<file path="config.mk">
export PLATFORM = sky130hd
export DESIGN_NAME = fb_scaler_vga
export DESIGN_NICKNAME = d
export VERILOG_FILES = /design/src/rtl/fb_scaler_vga.sv
export SDC_FILE = /design/constraint.sdc
export NUM_CORES = 1
export LEC_CHECK = 0
export ABC_AREA = 1
export ABC_CLOCK_PERIOD_IN_PS = 2560
export CORE_MARGIN = 3
export CORE_UTILIZATION = 58
export CTS_BUF_LIST = sky130_fd_sc_hd__clkbuf_8
export DETAILED_ROUTE_END_ITERATION = 10
export GPL_TIMING_DRIVEN = 0
export PLACE_DENSITY_LB_ADDON = 0.12
export SETUP_SLACK_MARGIN = 0.2
export SLEW_MARGIN = 20
export SYNTH_ARGS = -nofsm -noshare
export SYNTH_HDL_FRONTEND = slang
export SYNTH_SLANG_ARGS = --single-unit
</file>
<file path="constraint.sdc">
create_clock -name clk -period 2.56 [get_ports clk]
set_clock_uncertainty 0.1 [all_clocks]
set_input_delay 0.512 -clock clk [delete_from_list [all_inputs] [get_ports clk]]
set_output_delay 0.512 -clock clk [all_outputs]
set_load 0.005 [all_outputs]
</file>
<file path="src/rtl/fb_scaler_vga.sv">
// Raster timing generator that reads a SRC_W x SRC_H frame buffer from BRAM, replicates it 1x/2x/4x
// into a window of the active area, and delays sync/den so they leave aligned with the BRAM data.
module fb_scaler_vga #(
    parameter int               H_SYNC     = 96,
    parameter int               H_BP       = 48,
    parameter int               H_ACT      = 640,
    parameter int               H_FP       = 16,
    parameter bit               H_POL      = 1'b1,
    parameter int               V_SYNC     = 2,
    parameter int               V_BP       = 33,
    parameter int               V_ACT      = 480,
    parameter int               V_FP       = 10,
    parameter bit               V_POL      = 1'b1,
    parameter int               SRC_W      = 320,
    parameter int               SRC_H      = 180,
    parameter int               SCALE_LOG2 = 0,
    parameter int               X_OFS      = 0,
    parameter int               Y_OFS      = 0,
    parameter int               ADDR_W     = 20,
    parameter int               PIX_W      = 24,
    parameter int               RD_LAT     = 1,
    parameter logic [PIX_W-1:0] BG_COLOR   = 24'hff00ff
) (
    input  logic              clk,
    input  logic              rst,
    input  logic              en,
    input  logic [PIX_W-1:0]  ram_rdata,
    output logic [ADDR_W-1:0] ram_addr,
    output logic              ram_re,
    output logic              hsync,
    output logic              vsync,
    output logic              den,
    output logic [PIX_W-1:0]  rgb,
    output logic              frame_start
);
    localparam int     H_TOT     = H_SYNC + H_BP + H_ACT + H_FP;
    localparam int     V_TOT     = V_SYNC + V_BP + V_ACT + V_FP;
    localparam int     HC_W      = $clog2(H_TOT);
    localparam int     VC_W      = $clog2(V_TOT);
    localparam int     H_ACT0    = H_SYNC + H_BP;
    localparam int     V_ACT0    = V_SYNC + V_BP;
    localparam int     WIN_X0    = H_ACT0 + X_OFS;
    localparam int     WIN_Y0    = V_ACT0 + Y_OFS;
    localparam int     WIN_W     = SRC_W << SCALE_LOG2;
    localparam int     WIN_H     = SRC_H << SCALE_LOG2;
    localparam int     REP       = 1 << SCALE_LOG2;
    localparam int     RW        = ADDR_W + 1;
    localparam longint SRC_PIX   = longint'(SRC_W) * longint'(SRC_H);
    localparam longint ADDR_SPAN = longint'(1) << ADDR_W;

    if (SRC_PIX > ADDR_SPAN) begin : g_bad_size
        $error("fb_scaler_vga: SRC_W*SRC_H does not fit in the BRAM address space");
    end
    if (SCALE_LOG2 < 0 || SCALE_LOG2 > 2) begin : g_bad_scale
        $error("fb_scaler_vga: SCALE_LOG2 must be 0..2");
    end
    if (RD_LAT < 1 || RD_LAT > 4) begin : g_bad_lat
        $error("fb_scaler_vga: RD_LAT must be 1..4");
    end

    logic [HC_W-1:0] hcnt;
    logic [VC_W-1:0] vcnt;
    int              hpos, vpos;
    logic            line_end, frame_end, h_act, v_act, x_in, y_in, in_win;
    logic            hs_now, vs_now, fs_now;

    assign hpos      = int'(hcnt);
    assign vpos      = int'(vcnt);
    assign line_end  = (hpos == H_TOT - 1);
    assign frame_end = (vpos == V_TOT - 1);
    assign h_act     = (hpos >= H_ACT0) && (hpos < H_ACT0 + H_ACT);
    assign v_act     = (vpos >= V_ACT0) && (vpos < V_ACT0 + V_ACT);
    assign x_in      = (hpos >= WIN_X0) && (hpos < WIN_X0 + WIN_W);
    assign y_in      = (vpos >= WIN_Y0) && (vpos < WIN_Y0 + WIN_H);
    assign in_win    = h_act && v_act && x_in && y_in;
    assign hs_now    = (hpos < H_SYNC) ? H_POL : ~H_POL;
    assign vs_now    = (vpos < V_SYNC) ? V_POL : ~V_POL;
    assign fs_now    = (hcnt == '0) && (vcnt == '0);

    always_ff @(posedge clk) begin
        if (rst) begin
            hcnt <= '0;
            vcnt <= '0;
        end else if (en) begin
            if (line_end) begin
                hcnt <= '0;
                vcnt <= frame_end ? '0 : vcnt + 1'b1;
            end else begin
                hcnt <= hcnt + 1'b1;
            end
        end
    end

    // Column/row stepping follows the unclipped window extent so clipped pixels still advance the address.
    logic [RW-1:0]     row_base, col;
    logic [1:0]        hrep, vrep;
    logic [ADDR_W-1:0] addr_hold, cur_addr;

    assign cur_addr = ADDR_W'(row_base + col);
    assign ram_re   = in_win;
    assign ram_addr = in_win ? cur_addr : addr_hold;

    always_ff @(posedge clk) begin
        if (rst) begin
            col       <= '0;
            hrep      <= '0;
            row_base  <= '0;
            vrep      <= '0;
            addr_hold <= '0;
        end else if (en) begin
            if (in_win)
                addr_hold <= cur_addr;
            if (line_end) begin
                col  <= '0;
                hrep <= '0;
            end else if (x_in) begin
                if (hrep == 2'(REP - 1)) begin
                    hrep <= '0;
                    col  <= col + 1'b1;
                end else begin
                    hrep <= hrep + 1'b1;
                end
            end
            if (vpos < V_SYNC) begin
                row_base <= '0;
                vrep     <= '0;
            end else if (line_end && y_in) begin
                if (vrep == 2'(REP - 1)) begin
                    vrep     <= '0;
                    row_base <= row_base + RW'(SRC_W);
                end else begin
                    vrep <= vrep + 1'b1;
                end
            end
        end
    end

    // RD_LAT-deep delay line matches the BRAM; the registered output stage adds the final cycle.
    logic [RD_LAT-1:0] hs_d, vs_d, den_d, win_d, fs_d;

    always_ff @(posedge clk) begin
        if (rst) begin
            hs_d  <= {RD_LAT{~H_POL}};
            vs_d  <= {RD_LAT{~V_POL}};
            den_d <= '0;
            win_d <= '0;
            fs_d  <= '0;
        end else if (en) begin
            hs_d[0]  <= hs_now;
            vs_d[0]  <= vs_now;
            den_d[0] <= h_act && v_act;
            win_d[0] <= in_win;
            fs_d[0]  <= fs_now;
            for (int i = 1; i < RD_LAT; i++) begin
                hs_d[i]  <= hs_d[i-1];
                vs_d[i]  <= vs_d[i-1];
                den_d[i] <= den_d[i-1];
                win_d[i] <= win_d[i-1];
                fs_d[i]  <= fs_d[i-1];
            end
        end
    end

    always_ff @(posedge clk) begin
        if (rst) begin
            hsync       <= ~H_POL;
            vsync       <= ~V_POL;
            den         <= 1'b0;
            frame_start <= 1'b0;
            rgb         <= '0;
        end else if (en) begin
            hsync       <= hs_d[RD_LAT-1];
            vsync       <= vs_d[RD_LAT-1];
            den         <= den_d[RD_LAT-1];
            frame_start <= fs_d[RD_LAT-1];
            if (win_d[RD_LAT-1])
                rgb <= ram_rdata;
            else if (den_d[RD_LAT-1])
                rgb <= BG_COLOR;
            else
                rgb <= '0;
        end
    end
endmodule

</file>
* Yosys cells after proc, flatten, opt, wreduce, memory -nomap -nowiden
Cells that the tools add are included.
Word-level totals: flip-flop bits (word level) 119, input port bits 27, output and inout bits 49, logic and storage cells 75
Cells by class: add/subtract/negate cells 7, order comparisons 8, eq/ne operators 2, multiplexer cells 19, reduce and logical (&&, ||, !) cells 22
Operators with widths (count):
- $mux 21 | 6
- $mux 24 | 2
- $add 21x1->21 const B | 1
- $add 21x9->21 const B | 1
- $add 10x1->10 const B | 2
- $add 20x20->20 | 1
- $logic_not 10->1 | 2
- $lt 10x10->1 const B | 2
- $mux 10 | 2
- $mux 20 | 1
- $mux 2 | 6
- $eq 10x10->1 const B | 1
- $eq 10x9->1 const B | 1
- $ge 10x6->1 const B | 1
- $ge 10x8->1 const B | 1
- $lt 10x2->1 const B | 1
- $lt 10x7->1 const B | 1
- $lt 10x8->1 const B | 1
- $lt 10x9->1 const B | 1
- $logic_and 1x1->1 | 9
- $reduce_bool 2->1 | 4
- $reduce_and 2->1 | 3
- $reduce_and 3->1 | 2
- $add 2x1->2 const B | 2
- other kinds (2) | 4

* Depth between registers and ports, before layout
depth in word-level cells 6, gate-level depth with buffers 13, mapped depth without buffers 13

* Least setup slack after synthesis
No wires, ideal clock.
kind register to output, from register vcnt[0], to output ram_addr[13], arrival 1602 ps, data required time 1948 ps, path slack 346 ps, cell stages (with the launch flop) 13, buffers on the path 1, path through dfxtp_1 ha_1 inv_1 nand3_1 nand2_1 nand2_2 nand3_1 nor2_4 nand2_4 clkinv_2 buf_4 nand2_1 o21ai_1
On the way: cells in the longest elaborated chain, start to end 6, elaborated cells on any way between the ends 9, classes of those cells order compare (3); mux (1); reduce/logical (5)
Ends and longest elaborated chain:
- start, declared | line 62 | logic [VC_W-1:0] vcnt;
- start signal, assigned | line 87 | vcnt <= frame_end ? '0 : vcnt + 1'b1;
- $ge 10x6->1 / $lt 10x10->1 (equally long branches) | line 72, 74
- $logic_and 1x1->1 | line 72 | assign v_act = (vpos >= V_ACT0) && (vpos < V_ACT0 + V_ACT);
- $logic_and 1x1->1 (2 in a row) | line 75 | assign in_win = h_act && v_act && x_in && y_in;
- $logic_and 1x1->1 (*) | line 75
- $mux 20 (*)
- end, declared | line 28 | output logic [ADDR_W-1:0] ram_addr,
Mark *: on every way between the ends. The rest lies on a longest branch, timed or not.

* Final worst setup path
from register vcnt[3], to output ram_addr[13]
Same word-level chain as after synthesis.

==> flow_summary.json <==
{
  "synth_top_area_cell": "dfxtp_1",
  "max_slew_margin_pct": 51.68,
  "routed_wl_um": 19530,
  "crit_fanout": 6,
  "status": "complete, but fails checks",
  "cp_slowest_stage_delay_ps": 330,
  "ant_nets": 0,
  "p_leak_nw": 3.442,
  "netlist.area_leader.share_pct": 34.31,
  "utilization_pct": 79.31,
  "placed_cell_area_um2": 7377,
  "drv_cap": 0,
  "syn-mean-instance-area_um2": 6.399,
  "clockRootBuffer": "clkbuf_8",
  "min_period_ps": 2706,
  "holdBufCountCts": 0,
  "finalSetupViolCount": 21,
  "rsz0062_at_grt": "yes",
  "power_mw": 2.955,
  "cts_tree": "built",
  "fmax_mhz": 369.5,
  "final-hold-violation-count": 0,
  "antenna_cells": 0,
  "dp_slack_ps": -491.2,
  "slowest_stage": "dfxtp_2",
  "crit_chain": "buf_6 -> nor2_4 -> nand2_2 -> nand2_1 -> nand3_2 -> nor2_4 -> nand2_4 -> clkinv_4 -> buf_6 -> nand2_1 -> o21ai_2 -> buf_2",
  "synth_edf_count": 0,
  "grt_overflow": 0,
  "seq_area_frac_synth_pct": 34.31,
  "synth_fp_nets": 1062,
  "drtIter0Drc": 623,
  "synth.most_common_cell": "nand2_1",
  "grt_pass1_vias": 6696,
  "dr.pass1.iters": 5,
  "crit_type": "reg2out",
  "post-route-cell-area_um2": 8408,
  "wl_per_cell_um": 15.33,
  "crit_family": "simple AND/OR/NAND/NOR gates",
  "cts_buffers": 9,
  "dieArea_um2": 12470,
  "clock-sinks": 111,
  "syn2layout_area_growth_pct": 29.83,
  "synth_cell_type_count": 41,
  "synth_flop_cell": "dfxtp_1",
  "hold_path_class": "reg2reg",
  "ys_ff_latch": 111,
  "cp-start-kind": "register",
  "htreeDepth": 3,
  "drive_gt1_share_pct": 22.23,
  "cp_num_buf_inv": 4,
  "pin_count": 76,
  "powerDensity_nw_per_um2": 351.4,
  "synth_common_cells": "nand2_1, nor2_1, dfxtp_1",
  "synthTopCellsByArea": "dfxtp_1, nand2_1, nor2_1, inv_1, nand3_1",
  "initial_core_util_pct": 61.09,
  "drc": 0,
  "async_flop_share_pct": 0,
  "fin_ws_ps": -146.2,
  "worst_slew_pin_slew_ps": 720.9,
  "nets": 1183,
  "ir_drop_mv": 0.4510,
  "required_ps": 1950,
  "dr_total_vias": 7069,
  "track_usage_pct": 29.70,
  "grt_pass1_wl_um": 30840,
  "syn_inst": 1012,
  "cp_data_arrival_time_ps": 2090,
  "grt_max_degree": 19,
  "viasPerCell": 5.549,
  "core_area_um2": 10600,
  "violations": "negative setup slack",
  "row_count": 37,
  "period_share_pct": 105.7,
  "io_buffers": 73,
  "dp_hpwl_um": 12790,
  "cts_max_path_buffers": 2,
  "syn_area_um2": 6476,
  "ys_warn_count": 0,
  "gp_congestion": 0.9115,
  "die_w_um": 111.7,
  "clk_latency_ps": 390,
  "antenna_found_initial": 0,
  "fillers": 755,
  "slew_viol_final": 0,
  "clk_pin_slew_ps": 110,
  "end_kind": "output pin",
  "die_h_um": 111.7
}
worst reg2reg max path: stages, from the launching register on:
cell     delay (ps)
dfxtp_2         390
ha_4            170
inv_4            40
nand3_2          50
nand2_2          70
nand2_4         100
nand3_4          90
buf_4           140
buf_4           130
nor3_2          540
nand3_1         160
nand2_1         100
nor2_1           40
sequential cells by signal, indices dropped and copies added, names as in the netlist:
signal and flops:
rgb 24, addr_hold 20, col 20, row_base 14, hcnt 10, vcnt 10, hrep 2, vrep 2
den 1, den_d 1, frame_start 1, fs_d 1, hs_d 1, hsync 1, vs_d 1, vsync 1
win_d 1
power by group:
part | internal [mW] | leakage [nW] | switching, mW
clock network | 0.415 | 0.102 | 0.626
registers | 1.72 | 0.921 | 0.0128
logic | 0.0739 | 2.42 | 0.104
area by class of cell:
| type | instances | area (um2) | share of cell area (%) |
|---|---|---|---|
| Buffer | 31 | 181.4 | 2.158 |
| Multi-Input combinational cell | 767 | 4228 | 50.28 |
| Tap cell | 136 | 170.2 | 2.024 |
| Inverter | 103 | 394.1 | 4.688 |
| Clock buffer | 11 | 151.4 | 1.801 |
| Clock inverter | 5 | 38.79 | 0.4613 |
| Timing Repair Buffer | 110 | 932.1 | 11.09 |
| Sequential cell | 111 | 2312 | 27.50 |
placed cells by master (no fill, tap or decap), types with 13 or more instances in the layout:
cell type / n
nand3_1: 57
o21ai_2: 15
dfxtp_4: 17
nand2_1: 285
o21ai_0: 13
clkdlybuf4s50_1: 52
buf_2: 27
buf_4: 33
dfxtp_1: 73
a21oi_1: 53
inv_1: 94
dfxtp_2: 21
ha_4: 13
nand2_2: 29
xor2_1: 16
nor3_1: 13
a31oi_1: 18
nand4_1: 20
clkbuf_1: 14
nor2_1: 135
worst paths after layout:
kind | start | endpoint | slack, ps | depth (start not counted)
worst min register to register | rgb[13] | rgb[13] | 370 | 2
worst max-delay path | vcnt[3] | ram_addr[13] | -150 | 12
worst min-delay path | rgb[13] | rgb[13] | 370 | 2
worst max register to register | vcnt[1] | addr_hold[5] | 300 | 12
per-stage QoR:
step | TNS [ps] | cells | hold slack, ps
floorplan | 0 | 1012 | 339.1
global placement | -8789 | 1221 | 349.8
detailed placement | -9012 | 1221 | 351.5
CTS | -1825 | 1260 | 367.8
global route | -4182 | 1274 | 393.9
finish | -1941 | 1274 | 369.9
logic make-up after synthesis:
logic type | synth area share [%]
simple gates | 38.64
buf+inv | 8.520
compound gates | 10.97
flops | 34.31
xor+xnor | 3.110
fa+ha+maj | 4.444
timing repair:
item	CTS	global route
cloned	2	0
resized for setup	205	73
setup endpoints to repair	21	21
pin swaps	17	26
setup buffers	21	14
layer usage:
layer | track usage, % | wire [um] | vias to the layer above
met2 | 49.44 | 9269 | 273
met1 | 36.14 | 8061 | 3227
met4 | 13.95 | 864 | 0
li1 | - | - | 3499
met5 | 0 | 0 | -
met3 | 7.174 | 1332 | 70
Note: power is estimated with default switching activity, not from simulation.
